===== config.mk =====
export PLATFORM = sky130hd
export DESIGN_NAME = pool_fmap_buffer
export DESIGN_NICKNAME = d
export VERILOG_FILES = /design/src/rtl/cnn_pkg.sv /design/src/rtl/fmap_ram.sv /design/src/rtl/pool_fmap_buffer.sv
export SDC_FILE = /design/constraint.sdc
export NUM_CORES = 1
export LEC_CHECK = 0
export ABC_AREA = 1
export CAP_MARGIN = 0
export CORE_ASPECT_RATIO = 0.8
export CORE_UTILIZATION = 55
export CTS_CLUSTER_SIZE = 24
export DETAILED_ROUTE_END_ITERATION = 7
export GPL_ROUTABILITY_DRIVEN = 0
export MAX_ROUTING_LAYER = met4
export PLACE_DENSITY = 0.76
export SKIP_LAST_GASP = 1
export SYNTH_ARGS = -nofsm -noshare
export SYNTH_HDL_FRONTEND = slang
export SYNTH_SLANG_ARGS = --single-unit

===== constraint.sdc =====
create_clock -name clk -period 3.65 [get_ports clk]
set_input_delay 1.095 -clock clk [delete_from_list [all_inputs] [get_ports clk]]
set_output_delay 1.095 -clock clk [all_outputs]
set_load 0.005 [all_outputs]

===== src/rtl/cnn_pkg.sv =====
// -----------------------------------------------------------------------------
// cnn_pkg
// Shared types and constants for the CNN feature-map datapath.
//   DW       : default feature word width
//   HIST_W   : max-pool history tag width
//   state_t  : feature-map buffer phase (FILL, DRAIN, DONE)
//   edge_len : padded edge length of a drained map
//   map_size : number of words in an unpadded map
// -----------------------------------------------------------------------------
package cnn_pkg;

  localparam int DW     = 16;
  localparam int HIST_W = 2;

  typedef enum logic [1:0] {
    FILL  = 2'd0,
    DRAIN = 2'd1,
    DONE  = 2'd2
  } state_t;

  function automatic int edge_len(input int osz, input int pad);
    return osz + 2 * pad;
  endfunction

  function automatic int map_size(input int osz);
    return osz * osz;
  endfunction

endpackage


===== src/rtl/fmap_ram.sv =====
// -----------------------------------------------------------------------------
// fmap_ram
// Feature-map storage: one synchronous write port, one asynchronous read port.
//   clk   : write clock
//   we    : write enable (caller guarantees waddr < DEPTH)
//   waddr : write address
//   wdata : write word {history, value}
//   raddr : read address (caller guarantees raddr < DEPTH)
//   rdata : combinational read word
// -----------------------------------------------------------------------------
module fmap_ram #(
  parameter int DEPTH = 36,
  parameter int WIDTH = 18,
  parameter int AW    = 6
) (
  input  logic             clk,
  input  logic             we,
  input  logic [AW-1:0]    waddr,
  input  logic [WIDTH-1:0] wdata,
  input  logic [AW-1:0]    raddr,
  output logic [WIDTH-1:0] rdata
);

  logic [WIDTH-1:0] mem [DEPTH];

  // NOTE: storage has no reset; a fresh fill overwrites it, and a reset
  // branch would prevent mapping onto RAM primitives.
  always_ff @(posedge clk) begin
    if (we) mem[waddr] <= wdata;
  end

  assign rdata = mem[raddr];

endmodule


===== src/rtl/pool_fmap_buffer.sv =====
// -----------------------------------------------------------------------------
// pool_fmap_buffer
// Captures pooled results (with history tags) at producer-supplied addresses,
// then after com_end replays the map in raster order with a zero pad ring as an
// i_load/i_in stream for the next layer.
//   clk, reset    : clock, asynchronous active-high reset
//   pool_valid    : pool_result/addr/history valid
//   pool_result   : pooled value
//   addr          : row-major write address
//   history       : max-pool winner index
//   com_end       : producer finished the map (rising level starts drain)
//   next_ready    : downstream accepts a word this cycle
//   i_load        : i_in/hist_out valid
//   i_in          : streamed value (0 at pad positions)
//   hist_out      : history tag aligned with i_in (0 at pad positions)
//   drain_done    : one-cycle pulse after the last word
//   wr_cnt        : results accepted in the current fill
//   err           : sticky error (bad addr, or pool_valid outside FILL)
// -----------------------------------------------------------------------------
module pool_fmap_buffer
  import cnn_pkg::*;
#(
  parameter int OSZ = 6,
  parameter int PAD = 0,
  parameter int DW  = cnn_pkg::DW
) (
  input  logic              clk,
  input  logic              reset,
  input  logic              pool_valid,
  input  logic [DW-1:0]     pool_result,
  input  logic [15:0]       addr,
  input  logic [HIST_W-1:0] history,
  input  logic              com_end,
  input  logic              next_ready,
  output logic              i_load,
  output logic [DW-1:0]     i_in,
  output logic [HIST_W-1:0] hist_out,
  output logic              drain_done,
  output logic [15:0]       wr_cnt,
  output logic              err
);

  localparam int MAP = map_size(OSZ);
  localparam int E   = edge_len(OSZ, PAD);
  localparam int AW  = (MAP > 1) ? $clog2(MAP) : 1;
  localparam int WW  = DW + HIST_W;

  localparam logic [15:0] MAP16 = 16'(MAP);
  localparam logic [15:0] OSZ16 = 16'(OSZ);
  localparam logic [15:0] PAD16 = 16'(PAD);
  localparam logic [7:0]  LAST8 = 8'(E - 1);

  state_t         state_q, state_d;
  logic           com_end_q;
  logic [7:0]     row_q, col_q;
  logic           com_rise, addr_ok, we, in_map, last_pos;
  logic [15:0]    rr, cc, rd_lin;
  logic [AW-1:0]  raddr;
  logic [WW-1:0]  rd_word;

  // Only a fresh rising com_end starts a drain, so a level held through
  // DONE -> FILL cannot retrigger.
  assign com_rise = com_end & ~com_end_q;
  assign addr_ok  = (addr < MAP16);
  assign we       = (state_q == FILL) && pool_valid && addr_ok;

  // Offsetting by PAD in 16 bits lets unsigned wrap flag the leading pad
  // rows/cols: anything left of or above the map lands >= OSZ.
  assign rr       = {8'd0, row_q} - PAD16;
  assign cc       = {8'd0, col_q} - PAD16;
  assign rd_lin   = rr * OSZ16 + cc;
  assign in_map   = (rr < OSZ16) && (cc < OSZ16) && (rd_lin < MAP16);
  assign raddr    = in_map ? rd_lin[AW-1:0] : '0;
  assign last_pos = (row_q == LAST8) && (col_q == LAST8);

  fmap_ram #(
    .DEPTH (MAP),
    .WIDTH (WW),
    .AW    (AW)
  ) u_ram (
    .clk   (clk),
    .we    (we),
    .waddr (addr[AW-1:0]),
    .wdata ({history, pool_result}),
    .raddr (raddr),
    .rdata (rd_word)
  );

  // NOTE: every signal gets a default before the case so no path leaves
  // state_d unassigned, which would infer a latch.
  always_comb begin
    state_d = state_q;
    unique case (state_q)
      FILL:    if (com_rise) state_d = DRAIN;
      DRAIN:   if (next_ready && last_pos) state_d = DONE;
      DONE:    state_d = FILL;
      default: state_d = FILL;
    endcase
  end

  // NOTE: sequential state uses non-blocking assignments so every register
  // samples pre-edge values regardless of statement order.
  always_ff @(posedge clk or posedge reset) begin
    if (reset) state_q <= FILL;
    else       state_q <= state_d;
  end

  always_ff @(posedge clk or posedge reset) begin
    if (reset) begin
      com_end_q  <= 1'b0;
      i_load     <= 1'b0;
      i_in       <= '0;
      hist_out   <= '0;
      drain_done <= 1'b0;
      wr_cnt     <= '0;
      err        <= 1'b0;
      row_q      <= '0;
      col_q      <= '0;
    end else begin
      com_end_q  <= com_end;
      drain_done <= 1'b0;
      unique case (state_q)
        FILL: begin
          i_load <= 1'b0;
          if (pool_valid) begin
            if (addr_ok) wr_cnt <= wr_cnt + 16'd1;
            else         err    <= 1'b1;
          end
        end
        DRAIN: begin
          if (pool_valid) err <= 1'b1;
          if (next_ready) begin
            i_load   <= 1'b1;
            i_in     <= in_map ? rd_word[DW-1:0]     : '0;
            hist_out <= in_map ? rd_word[WW-1:DW]    : '0;
            if (col_q == LAST8) begin
              col_q <= '0;
              row_q <= row_q + 8'd1;
            end else begin
              col_q <= col_q + 8'd1;
            end
          end else begin
            i_load <= 1'b0;
          end
        end
        DONE: begin
          i_load     <= 1'b0;
          drain_done <= 1'b1;
          wr_cnt     <= '0;
          row_q      <= '0;
          col_q      <= '0;
        end
        default: i_load <= 1'b0;
      endcase
    end
  end

endmodule


# Word level (Yosys, flattened, before mapping)
# Memories as Yosys holds them, arrays and structs flattened.
# Index checks and enable logic that the tools add are counted.
[word_totals]
word_cells = 74
in_bits = 39
ramBits = 648
register_bits = 56
out_inout_bits = 37
memories = 1
[classes]
muxes = 24
addsub = 4
reduce_logical = 16
n_mul = 1
order_cmp = 4
n_bitwise = 2
eq_ne = 12
[mem_list]
columns = ["name", "depth", "width", "rd", "rd_clocked_by_memory_dff", "wr", "line", "rtl"]
rows = [
  ["u_ram.mem", 36, 18, 1, 0, 1, "fmap_ram.sv:24", "logic [WIDTH-1:0] mem [DEPTH];"],
]
[ops]
columns = ["cell", "n"]
rows = [
  ["$mux W16", 3],
  ["$mux W8", 4],
  ["$pmux W16 S2", 1],
  ["$pmux W8 S2", 2],
  ["$add A16 B1 Y16 const B", 1],
  ["$add A8 B1 Y8 const B", 2],
  ["$eq A8 B3 Y1 const B", 2],
  ["$lt A16 B6 Y1 const B", 1],
  ["$lt A8 B3 Y1 const B", 2],
  ["$ne A2 B2 Y1 const B", 8],
  ["$add A11 B8 Y12", 1],
  ["$lt A12 B6 Y1 const B", 1],
  ["$mul A8 B2 Y10 const B", 1],
  ["$mux W1", 8],
  ["$logic_and A1 B1 Y1", 6],
  ["$mux W2", 3],
  ["$mux W6", 1],
  ["$reduce_and A2 Y1", 3],
  ["$reduce_and A3 Y1", 2],
  ["$reduce_bool A2 Y1", 3],
  ["$pmux W2 S2", 1],
  ["$reduce_and A4 Y1", 1],
  ["$eq A2 B1 Y1 const B", 1],
  ["$eq A2 B2 Y1 const B", 1],
  ["4 further kinds", 4],
]

# Logic depth before layout (Yosys ltp)
# An unclocked memory read counts as a cell.
[logic_depth]
depth_word = 7
ltp_mapped = 30
mapped_depth_nobuf = 28

# Modules after synthesis
# From an unflattened synthesis, not the netlist that was laid out.
[hier_totals]
cells_unflattened = 2693
area_unflattened_um2 = 30067.6
[modules_own_cells]
columns = ["mod", "area_per_inst_um2", "seq_area_each_um2", "n_inst", "cells_per_inst"]
rows = [
  ["fmap_ram", 26218.9, 19458.7, 1, 2177],
  ["pool_fmap_buffer", 3848.7, 1401.3, 1, 516],
]

# Worst setup path before layout
# No wires, ideal clock.
[synth_path]
kind = "input -> register"
startpoint = "input port addr[13]"
endpoint = "memory u_ram.mem[0][0], enable pin"
path_slack_ps = -90
stages = 7
arrival_ps = 3347
path_buffers = 1
t_required_ps = 3257
setup_time_ps = 393
cell_sequence = "or2_2 nor4_1 nand3_1 inv_1 clkbuf_1 nand4_1 nor2_1"
[synth_between]
elab_chain_cells = 4
[synth_rtl]
columns = ["element", "line", "rtl"]
rows = [
  ["from (decl)", "pool_fmap_buffer.sv:31", "input logic [15:0] addr,"],
  ["$lt A16 B6 Y1", "pool_fmap_buffer.sv:64", "assign addr_ok = (addr < MAP16);"],
  ["$logic_and A1 B1 Y1", "pool_fmap_buffer.sv:65", "assign we = (state_q == FILL) && pool_valid && addr_ok;"],
  ["$mux W1", "fmap_ram.sv:29", "if (we) mem[waddr] <= wdata;"],
  ["$mux W1 (implied by the code)", "fmap_ram.sv:29", ""],
  ["to (decl)", "fmap_ram.sv:24", ""],
]
# Every way passes these cells.

# Final worst setup path
[layout_path]
startpoint = "register row_q[1]"
endpoint = "register i_in[3]"
[layout_between]
elab_chain_cells = 7
elab_cells_between_ends = 9
cone_classes = "add/sub (1); mul (1); order compare (2); mux (2); reduce/logical (2); memory (1)"
[layout_rtl]
columns = ["element", "line", "rtl"]
rows = [
  ["from (decl)", "pool_fmap_buffer.sv:55", "logic [7:0] row_q, col_q;"],
  ["from (signal assigned)", "pool_fmap_buffer.sv:138", "row_q <= row_q + 8'd1;"],
  ["$mul A8 B2 Y10", "pool_fmap_buffer.sv:71", "assign rd_lin = rr * OSZ16 + cc;"],
  ["$add A11 B8 Y12", "pool_fmap_buffer.sv:71", ""],
  ["$lt A12 B6 Y1", "pool_fmap_buffer.sv:72", "assign in_map = (rr < OSZ16) && (cc < OSZ16) && (rd_lin < MAP16);"],
  ["$logic_and A1 B1 Y1", "pool_fmap_buffer.sv:72", ""],
  ["$mux W6", "pool_fmap_buffer.sv:73", "assign raddr = in_map ? rd_lin[AW-1:0] : '0;"],
  ["$mem_v2 Z36 W18", "--", ""],
  ["$mux W16 *", "pool_fmap_buffer.sv:134", "i_in <= in_map ? rd_word[DW-1:0] : '0;"],
  ["to (signal assigned)", "pool_fmap_buffer.sv:134", ""],
  ["to (decl)", "pool_fmap_buffer.sv:36", "output logic [DW-1:0] i_in,"],
]
# Every way passes the cells marked *; elsewhere a longest branch is shown, timed or not.
# A chain may end at the register's enable or synchronous reset.

==> impl.org <==
** Status
- The flow ran to the end, but the final reports show violations.
- The final reports fail on setup timing.

** Floorplanning
- Measured along the x axis, the die boundary spans between 200 and 300 um.
- Effective utilization at floorplan :: 0.5595
- Die Outline Area :: 0.05590 mm2
- Die Y :: 211.7 um
- Placement Rows :: 76
- Pin placement for this block handled 76 I/O pins.
- The region available for standard cell placement spans about 0.054 mm2.

** Global routing
- Entering global routing, the biggest net connects 110 pins.
- The number of antenna violations at the first check in global routing is 5.
- Total gr overflow :: 0
- Vias in the first global route :: 23,180
- The first global-routing pass estimated 142.1 mm of wire.
- In the global route stage, overall resource usage came out at 0.3554.

** Setup path
- The critical path contains buffers and inverters numbering 6 combined.
- Critical R2R Launch :: row_q[1]
- Master of the slowest instance on the critical path :: dfrtp_1
- STA puts the critical path data arrival time at between 4 and 5 ns.
- STA classifies the critical path startpoint as a flop.
- Highest net fanout along the worst path :: 14
- Endpoint kind of the worst setup timing path :: flop
- In this run the worst setup path begins at row_q[1].
- In this design, the largest share of critical-path delay is due to simple AND/OR/NAND/NOR gates.
- Crit path largest cell delay :: roughly 0.37 ns
- Cell with the most instances on the worst path :: nand2_1
- At the worst endpoint, the required time is around 4.2 ns.
- The critical path in this run is classified as reg -> reg.

** Timing
- Final worst-path setup slack :: -0.5230 ns
- For the pin with the worst max-slew slack, the measured transition is approximately 0.6 ns.
- The final max-slew violation count was 0.
- Rel. slew slack :: 0.6004
- Static timing analysis puts the maximum clock frequency at between 0.2 and 0.25 GHz.
- Final worst clock skew :: between 0.03 and 0.04 ns
- Of the available clock period, the critical path in the final layout requires 1.143.
- Final critical delay including setup and external delays :: roughly 4.2 ns
- Setup repair after global routing could not meet its margin everywhere.
- The number of hold violations in the final report is 0.
- # setup viols final :: 18

** Synth
- Of the post-synthesis cell area, the dominant cell type holds 0.6439.
- Synthesis inferred approximately 700 register bits.
- Post-synthesis cell count :: approximately 2,700
- Synthesis instantiated 42 different standard cells from the library.
- The Yosys step of the flow raised 0 warnings.
- Number of enable-type register cells in the synthesized netlist :: ~650
- Synth Flop Type :: edfxtp_1
- Netlist area before placement :: 0.03022 mm2
- Of all flip-flops after synthesis, the portion carrying an async set or reset was 0.07955.
- For this run, the register share of the synthesized area comes to 0.6902.
- The synthesized design spends more area on one cell type than any other, namely edfxtp_1.
- In the post-synthesis netlist, the biggest area contributors are edfxtp_1, nand3_1, nand2_1, dfrtp_1, nor2_1.
- Synthesized netlist net count :: 2,811
- Averaged over all synthesized cells, the footprint is between 10 and 15 um2.

** Clock network
- The number of hold buffers added after CTS was 0.
- Clock input transition at the sequential cells of the worst setup and hold paths :: 0.07 ns
- Number of buffers inserted during clock tree synthesis :: 68
- Clock Latency Late Sink :: about 0.64 ns
- The H-tree was split into 3 levels.
- TritonCTS built the clock tree.
- Clock tree synthesis found a total of 704 sinks.
- The tree is rooted in a clkbuf_16.
- Number of buffers between clock root and the deepest sink :: 3

** Route
- After detailed routing, the number of vias per cell comes to approximately 6.5.
- Number of routed nets with antenna violations :: 0
- For this block, the initial DRC count from the detailed router was about 4,700.
- DRC viols :: 0
- For this block, the via count after detailed routing is ~25,000.
- In the final routed layout, each cell accounts on average for about 27 um.
- The first detailed-routing pass took 8 iterations.
- Final Routed Wirelength :: between 100 and 150 mm

** Job
- Across the run, the number of max-cap violations was 0.

** Placement
- Summing all placed instances gives a cell area of 0.03366 mm2.
- DP Wirelength :: around 54 mm
- Port buffering added 75 buffers.
- Timing analysis after detailed placement gives a worst setup slack of -0.5346 ns.
- Number of cells in the design after placement :: between 3,000 and 4,000

** Cells and area
- Proportion of layout cells with a drive suffix above 1 :: 0.2066
- Nets@finish :: 3,073
- The filler cells instantiated in the layout total 3,283.
- Final non-filler cell area :: between 0.03 and 0.04 mm2
- Layout Area Growth over Synthesis :: 26.22%
- Final Instance Count excl. Fillers :: ~3,800

** Hold path
- The path class of the tightest hold or removal check is reg -> reg.
- Hold_sp :: err
## cells in the mapped netlist, drive strengths merged, types with 3 or more instances
library cell,number
edfxtp,648
a21oi,37
o21a,13
o21ai,62
clkinv,3
a22oi,7
nand4,50
clkbuf,62
nor3,10
nor4,5
xor2,4
dfrtp,56
ha,24
nand2,692
nor2,162
inv,163
nand3,640
buf,93
## metal layers
layer | part of all wire | routed length [um] | GRT usage | vias to the layer above
met5 | 0 | 0 | - | -
met4 | 0.056 | 5639 | 0.1708 | 0
met3 | 0.16 | 16190 | 0.1203 | 491
met2 | 0.44 | 43630 | 0.5059 | 2284
met1 | 0.35 | 34810 | 0.4585 | 11580
li1 | - | - | - | 10160
## kinds of logic (layout without fill, tap and decap cells)
| logic type | Yosys count | in the layout | synth area share |
|---|---|---|---|
| compound gates | 126 | 126 | 0.02331 |
| xor+xnor | 5 | 5 | 0.001449 |
| fa+ha+maj | 26 | 26 | 0.01126 |
| buf+inv | 321 | 634 | 0.04604 |
| flops | 704 | 704 | 0.6902 |
| other cells | 0 | 5 | 0 |
| simple gates | 1564 | 1564 | 0.2277 |
## state kept, by name, summed over array words and instances, names as in the netlist, 2 cells and up
register,flops
col_q,8
hist_out,2
i_in,16
row_q,8
state_q,2
u_ram.mem,648
wr_cnt,16
## final timing paths
| check | to | slack (ns) | cells past startpoint |
|---|---|---|---|
| setup / recovery | i_in[3] | -0.52 | 26 |
| hold / removal | err | 0.48 | 1 |
| setup reg to reg | i_in[3] | -0.52 | 26 |
| hold reg to reg | err | 0.48 | 1 |
| max in group asynchronous | i_in[15] | 2.04 | 3 |
| min in group asynchronous | col_q[5] | 0.82 | 2 |
## final cells by class
cell class,count,area [um2],share of cell area
multi-input combinational,1721,9216,0.2416
clock buffer,87,1887,0.04946
sequential,704,20870,0.5470
timing repair buffer,347,4310,0.1130
inverter,166,655.6,0.01719
clock inverter,34,320.3,0.008397
antenna,5,12.51,0.0003280
tap,702,878.3,0.02303
## through the flow
step / util / hold slack (ns) / TNS (ns)
global route: 0.7062 / 0.5008 / -10.42
global placement: 0.6231 / 0.4594 / -20.82
finish: 0.7062 / 0.4796 / -7.492
detailed placement: 0.6231 / 0.4570 / -16.82
CTS: 0.6907 / 0.4746 / -4.199
floorplan: - / 0.4514 / -38.93
## cell usage in the layout, fill, tap and decap left out, drive strengths merged, types with 2 or more instances in the layout
cell type,instances
clkdlybuf4s50,75
fa,2
a22oi,7
bufbuf,3
clkbuf,93
nor3,10
ha,24
edfxtp,648
nand2,692
o21ai,62
nand4,50
nand3,640
clkinv,30
a21oi,37
dfrtp,56
buf,263
o21a,13
nor4,5
inv,164
or2,2
bufinv,5
nor2,162
xor2,4
diode,5
## timing repair
item / in CTS / in global routing
gates resized for setup: 159 / 157
cloned: 15 / 6
endpoints found under the setup margin: 18 / 18
pin swaps: 54 / 69
buffers inserted: 29 / 6
Power is left out: the tool's default activity adds up to more than one toggle a clock period on the data nets, which glitch-free logic cannot reach.
